[config.mk]
export PLATFORM = sky130hd
export DESIGN_NAME = freq_meter_ctrl
export DESIGN_NICKNAME = d
export VERILOG_FILES = /design/src/rtl/freq_meter_ctrl.sv
export SDC_FILE = /design/constraint.sdc
export NUM_CORES = 2
export LEC_CHECK = 0
export ABC_AREA = 0
export BUFFER_PORTS_ARGS = -buffer_cell sky130_fd_sc_hd__buf_2
export CAP_MARGIN = 40
export CORE_ASPECT_RATIO = 0.75
export CORE_UTILIZATION = 40
export CTS_CLUSTER_DIAMETER = 100
export DETAILED_ROUTE_END_ITERATION = 8
export GPL_TIMING_DRIVEN = 1
export PLACE_DENSITY = 0.63
export SLEW_MARGIN = 0
export SYNTH_ARGS = -nofsm -noshare
export SYNTH_HDL_FRONTEND = slang
export SYNTH_SLANG_ARGS = --single-unit
[constraint.sdc]
create_clock -name sys_clk -period 11 [get_ports sys_clk]
set_clock_uncertainty 0.1 [all_clocks]
set_input_delay 1.1 -clock sys_clk [delete_from_list [all_inputs] [get_ports sys_clk]]
set_output_delay 1.1 -clock sys_clk [all_outputs]
set_load 0.1 [all_outputs]
[src/rtl/freq_meter_ctrl.sv]
// Reciprocal-free frequency meter controller: sequences clear/gate windows for the
// counting datapath, then computes freq = CLK_STAND_FREQ * X / Y with a serial divider.
module freq_meter_ctrl #(
  parameter logic [26:0] CLK_STAND_FREQ = 27'd100_000_000,
  parameter int unsigned GUARD_CYCLES   = 12_500_000,
  parameter int unsigned GATE_CYCLES    = 50_000_000,
  parameter int unsigned TIMEOUT_CYCLES = 25_000_000
) (
  input  logic        sys_clk,
  input  logic        sys_rst_n,
  input  logic        start,
  input  logic        cont_mode,
  input  logic        abort,
  input  logic        cnt_done,
  input  logic [47:0] cnt_test,
  input  logic [47:0] cnt_stand,
  output logic        gate_s,
  output logic        cnt_clr,
  output logic        busy,
  output logic [33:0] freq,
  output logic        freq_valid,
  output logic        no_signal
);

  typedef enum logic [2:0] {IDLE, PRE, GATE, WAIT, LOAD, DIV, DONE} state_t;

  localparam logic [31:0] GUARD_LAST   = 32'(GUARD_CYCLES - 1);
  localparam logic [31:0] GATE_LAST    = 32'(GATE_CYCLES - 1);
  localparam logic [31:0] TIMEOUT_LAST = 32'(TIMEOUT_CYCLES - 1);
  localparam logic [31:0] DIV_LAST     = 32'd74;
  localparam logic [33:0] FREQ_MAX     = '1;

  state_t      state, state_nxt;
  logic [31:0] cnt;
  logic [47:0] x_q, y_q;
  logic [74:0] pq, pq_nxt, dividend;
  logic [47:0] rem, rem_nxt;
  logic [48:0] trial;
  logic        sub_ok;
  logic [33:0] done_freq;
  logic        done_ns;

  // pq holds the dividend, shifting left while quotient bits enter at the LSB
  assign dividend = 75'(CLK_STAND_FREQ) * 75'(x_q);
  assign trial    = {rem, pq[74]};
  assign sub_ok   = trial >= {1'b0, y_q};
  assign rem_nxt  = sub_ok ? 48'(trial - {1'b0, y_q}) : trial[47:0];
  assign pq_nxt   = {pq[73:0], sub_ok};

  assign busy       = (state != IDLE);
  assign freq_valid = (state == DONE);

  always_ff @(posedge sys_clk or negedge sys_rst_n) begin
    if (!sys_rst_n) state <= IDLE;
    else            state <= state_nxt;
  end

  always_comb begin
    state_nxt = state;
    done_freq = '0;
    done_ns   = 1'b0;
    case (state)
      IDLE: if (start || cont_mode) state_nxt = PRE;
      PRE:  if (cnt == GUARD_LAST) state_nxt = GATE;
      GATE: if (cnt == GATE_LAST)  state_nxt = WAIT;
      WAIT: begin
        if (cnt_done) begin
          state_nxt = LOAD;
        end else if (cnt == TIMEOUT_LAST) begin
          state_nxt = DONE;
          done_ns   = 1'b1;
        end
      end
      LOAD: begin
        if (x_q == '0 || y_q == '0) begin
          state_nxt = DONE;
          done_ns   = 1'b1;
        end else begin
          state_nxt = DIV;
        end
      end
      DIV: begin
        if (cnt == DIV_LAST) begin
          state_nxt = DONE;
          done_freq = (pq_nxt[74:34] != '0) ? FREQ_MAX : pq_nxt[33:0];
        end
      end
      DONE:    state_nxt = cont_mode ? PRE : IDLE;
      default: state_nxt = IDLE;
    endcase
    if (abort) state_nxt = IDLE;
  end

  // Outputs are registered from the next state so they line up with the state register
  always_ff @(posedge sys_clk or negedge sys_rst_n) begin
    if (!sys_rst_n) begin
      cnt       <= '0;
      gate_s    <= 1'b0;
      cnt_clr   <= 1'b0;
      x_q       <= '0;
      y_q       <= '0;
      pq        <= '0;
      rem       <= '0;
      freq      <= '0;
      no_signal <= 1'b0;
    end else begin
      cnt     <= (state_nxt != state) ? '0 : cnt + 32'd1;
      gate_s  <= (state_nxt == GATE);
      cnt_clr <= (state_nxt == PRE);
      if (state_nxt == LOAD) begin
        x_q <= cnt_test;
        y_q <= cnt_stand;
      end
      if (state == LOAD) begin
        pq  <= dividend;
        rem <= '0;
      end else if (state == DIV) begin
        pq  <= pq_nxt;
        rem <= rem_nxt;
      end
      if (state_nxt == DONE) begin
        freq      <= done_freq;
        no_signal <= done_ns;
      end
    end
  end

endmodule

==> Flow_metrics.wiki <==
{| class="wikitable"
! Metric !! Value
|-
| Final Routed Wirelength || 90,600 µm
|-
| Leading register cell type out of synthesis || sky130_fd_sc_hd__dfrtp_1
|-
| Final setup margin || 3.65 ns
|-
| Maximum capacitance violations || 0
|-
| Area of the die || 0.0847 mm²
|-
| DRT antenna net count || 0
|-
| Count of different cell masters after synthesis || 71
|-
| Area added between synthesis and finish || 9.30%
|-
| Number of failing setup endpoints in the final timing report || 0
|-
| Yosys reg bits || 291
|-
| Non-filler instance count after layout || 4,865
|-
| Post-placement setup slack || 3.37 ns
|-
| Clock root buffer || sky130_fd_sc_hd__clkbuf_16
|-
| Accumulated negative setup slack || 0 ns
|-
| Mean instance size in the synthesized netlist || 9.14 µm²
|-
| TritonCTS Buffers || 36
|-
| R2r worst-path depth || 21
|-
| Count of synthesis-stage warnings from yosys || 0
|-
| Global router's overall resource usage || 22.2%
|-
| Count of cells resized by post-cts repair || 0
|-
| Max-slew violation count || 0
|-
| Total number of clock tree sinks || 291
|-
| Post-detailed-route via-to-cell ratio || 5.15
|-
| Final weighted congestion of routability-driven global placement || 0.946
|-
| Total Nets Final || 4,620
|-
| Hold violation count in the final report || 0
|-
| Clock tree from TritonCTS || done
|-
| Horizontal extent of the die || 336 µm
|-
| Core box area || 0.0824 mm²
|-
| Row Count || 91
|-
| Antenna violations before repair || 0
|-
| Latest clock arrival within the worst-skew pair || 0.59 ns
|-
| Maximum clock frequency || 136 MHz
|-
| Combined area of the multi-input logic cells || 0.0229 mm²
|-
| Sequential cell area || 0.00729 mm²
|-
| Number of iterations in the first detailed-routing pass || 5
|-
| Wire length of the first global-routing pass || 146,000 µm
|-
| Number of vias in the routed layout || 25,100
|-
| Number of antenna repair diodes || 0
|-
| Layout filler cell count || 8,113
|-
| Wire length the detailed router placed on met1 || 46,700 µm
|-
| Netlist area before placement || 0.0334 mm²
|-
| Worst min-delay path category || flip-flop to flip-flop
|-
| Async set or reset register ratio after synthesis || 100%
|-
| Die outline height || 252 µm
|-
| Cell depth of the worst hold path || 2
|-
| Number of port buffers || 140
|-
| Via count of the first global-routing pass || 25,300
|-
| Slew at the pin with the worst max-slew slack || 0.844 ns
|-
| Max Used Layer || met4
|-
| Endpoint required time on the critical path || 11.40 ns
|-
| Effective utilization at floorplan || 40.5%
|-
| Count of mapped cells out of synthesis || 3,655
|-
| Number of DRC markers in iteration 0 || 2,031
|-
| Kind of critical path || flip-flop to flip-flop
|-
| Type of element launching the critical path || flip-flop
|-
| Maximum number of pins on one net before global-route repair || 96
|-
| Fraction of the cycle the final worst path needs || 66.9%
|-
| Gr ovfl total || 0
|-
| Min Clock Period, post-route || 7.35 ns
|-
| Data arrival time of the worst path || 7.75 ns
|-
| Post-CTS setup-driven buffer insertion count || 0
|-
| Top-level I/O count || 141
|-
| Dpl cells || 4,801
|-
| Net Count, Synth || 4,551
|-
| CTS Hold Bufs || 0
|-
| Post-detailed-route DRC marker count || 0
|-
| Worst setup EP type || flip-flop
|-
| Clock input transition at the sequential cells of the worst setup and hold paths || 0.07 ns
|-
| Maximum fanout encountered on the critical timing path || 8
|-
| Post-synthesis sequential area ratio || 21.8%
|-
| Drt wl/cell || 18.6 µm
|-
| Met3 wire length || 6100 µm
|-
| Outcome || completed
|-
| RSZ-0062 raised after global routing || false
|-
| Amount of wire on met2 after detailed routing || 36,500 µm
|-
| Half-perimeter wire length after detailed placement || 73,900 µm
|-
| Number of synthesized flops with an enable pin || 0
|-
| H-tree levels || 2
|-
| CTS max path bufs || 3
|-
| Share of post-route cells with drive strength above 1 || 6.40%
|-
| Rel. slew slack || 43.2%
|}
[synthesized netlist by cell type (all sizes together) (57+ instances only)]
master	count	area share (%)
nand3	57	0.85
inv	728	8.2
ha	364	14
a21oi	184	2.8
clkbuf	111	1.2
xor2	74	1.9
nand2	336	3.8
o21ai	333	5.0
a21o	75	1.7
fa	430	26
xnor2	78	2.0
dfrtp	291	22
nor2	152	1.7
[worst paths after layout]
kind,startpoint,to,slack [ns]
min in group asynchronous,sys_rst_n,x_q[46],0.47
worst min-delay path,freq[5],freq[5],0.37
worst max register to register,x_q[26],pq[71],3.65
worst max-delay path,x_q[26],pq[71],3.65
max in group asynchronous,sys_rst_n,rem[37],9.02
worst min register to register,freq[5],freq[5],0.37
[flip-flops by register name (all words and copies together) (netlist names)]
signal / flops
pq: 75
freq: 34
no_signal: 1
cnt_clr: 1
x_q: 48
rem: 48
state: 3
gate_s: 1
y_q: 48
cnt: 32
[cell type report]
| cell class | count | share of cell area (%) |
|---|---|---|
| multi-input combinational | 2504 | 62.7 |
| sequential | 291 | 20.0 |
| inverter | 728 | 7.48 |
| tap | 1116 | 3.82 |
| clock buffer | 48 | 2.81 |
| timing repair buffer | 163 | 2.60 |
| clock inverter | 15 | 0.610 |
[routing by layer]
layer  global-route usage [%]  vias up
li1                         -    12000
met1                     35.3    12300
met2                     31.2      687
met3                     4.02       78
met4                     3.73        0
met5                        0        -
[stage by stage]
stage                     area [µm²]  util [%]  hold WS (ns)
final                          36500      44.3         0.371
after global placement         35200      42.6         0.359
after global routing           36500      44.3         0.393
after CTS                      36500      44.3         0.380
after floorplan                33400         -         0.355
after detailed placement       35200      42.8         0.367
[cell families after synthesis]
logic type / synth area share [%]
mux: 1.28
fa+ha+maj: 39.4
xor+xnor: 3.99
compound gates: 13.6
buf+inv: 9.75
simple gates: 10.2
flops: 21.8
[critical path, stage by stage, from the launching register on]
cell and delay [ns]:
sky130_fd_sc_hd__dfrtp_1 0.56, sky130_fd_sc_hd__inv_1 0.23, sky130_fd_sc_hd__fa_1 0.57, sky130_fd_sc_hd__inv_1 0.05
sky130_fd_sc_hd__fa_1 0.46, sky130_fd_sc_hd__fa_1 0.54, sky130_fd_sc_hd__fa_1 0.53, sky130_fd_sc_hd__fa_1 0.56
sky130_fd_sc_hd__inv_1 0.06, sky130_fd_sc_hd__fa_1 0.53, sky130_fd_sc_hd__inv_1 0.04, sky130_fd_sc_hd__ha_1 0.41
sky130_fd_sc_hd__nand4_1 0.22, sky130_fd_sc_hd__or3_1 0.47, sky130_fd_sc_hd__a2111oi_0 0.39, sky130_fd_sc_hd__dlymetal6s2s_1 0.23
sky130_fd_sc_hd__o31a_1 0.20, sky130_fd_sc_hd__nor2b_1 0.08, sky130_fd_sc_hd__o41ai_1 0.52, sky130_fd_sc_hd__a311oi_1 0.19
sky130_fd_sc_hd__xor2_1 0.17, sky130_fd_sc_hd__o21ai_0 0.14
[layout by cell type, fill, tap and decap left out, types with 18 or more instances in the layout]
cell type	instances
sky130_fd_sc_hd__a21oi_1	184
sky130_fd_sc_hd__nor4_1	30
sky130_fd_sc_hd__inv_1	728
sky130_fd_sc_hd__a21o_1	75
sky130_fd_sc_hd__xor2_1	74
sky130_fd_sc_hd__xnor2_1	78
sky130_fd_sc_hd__buf_2	139
sky130_fd_sc_hd__nand4_1	48
sky130_fd_sc_hd__o21a_1	20
sky130_fd_sc_hd__clkbuf_16	36
sky130_fd_sc_hd__nor3_1	29
sky130_fd_sc_hd__nor2_1	151
sky130_fd_sc_hd__nand2_1	336
sky130_fd_sc_hd__and3_1	27
sky130_fd_sc_hd__o21ai_0	321
sky130_fd_sc_hd__fa_1	430
sky130_fd_sc_hd__o21bai_1	30
sky130_fd_sc_hd__ha_1	364
sky130_fd_sc_hd__buf_4	18
sky130_fd_sc_hd__dfrtp_1	290
sky130_fd_sc_hd__nand3_1	57
sky130_fd_sc_hd__mux2i_1	40
sky130_fd_sc_hd__a31oi_1	18
Power is not shown: default switching activity piles up to over one toggle a cycle in this logic, so the estimate is an artifact.
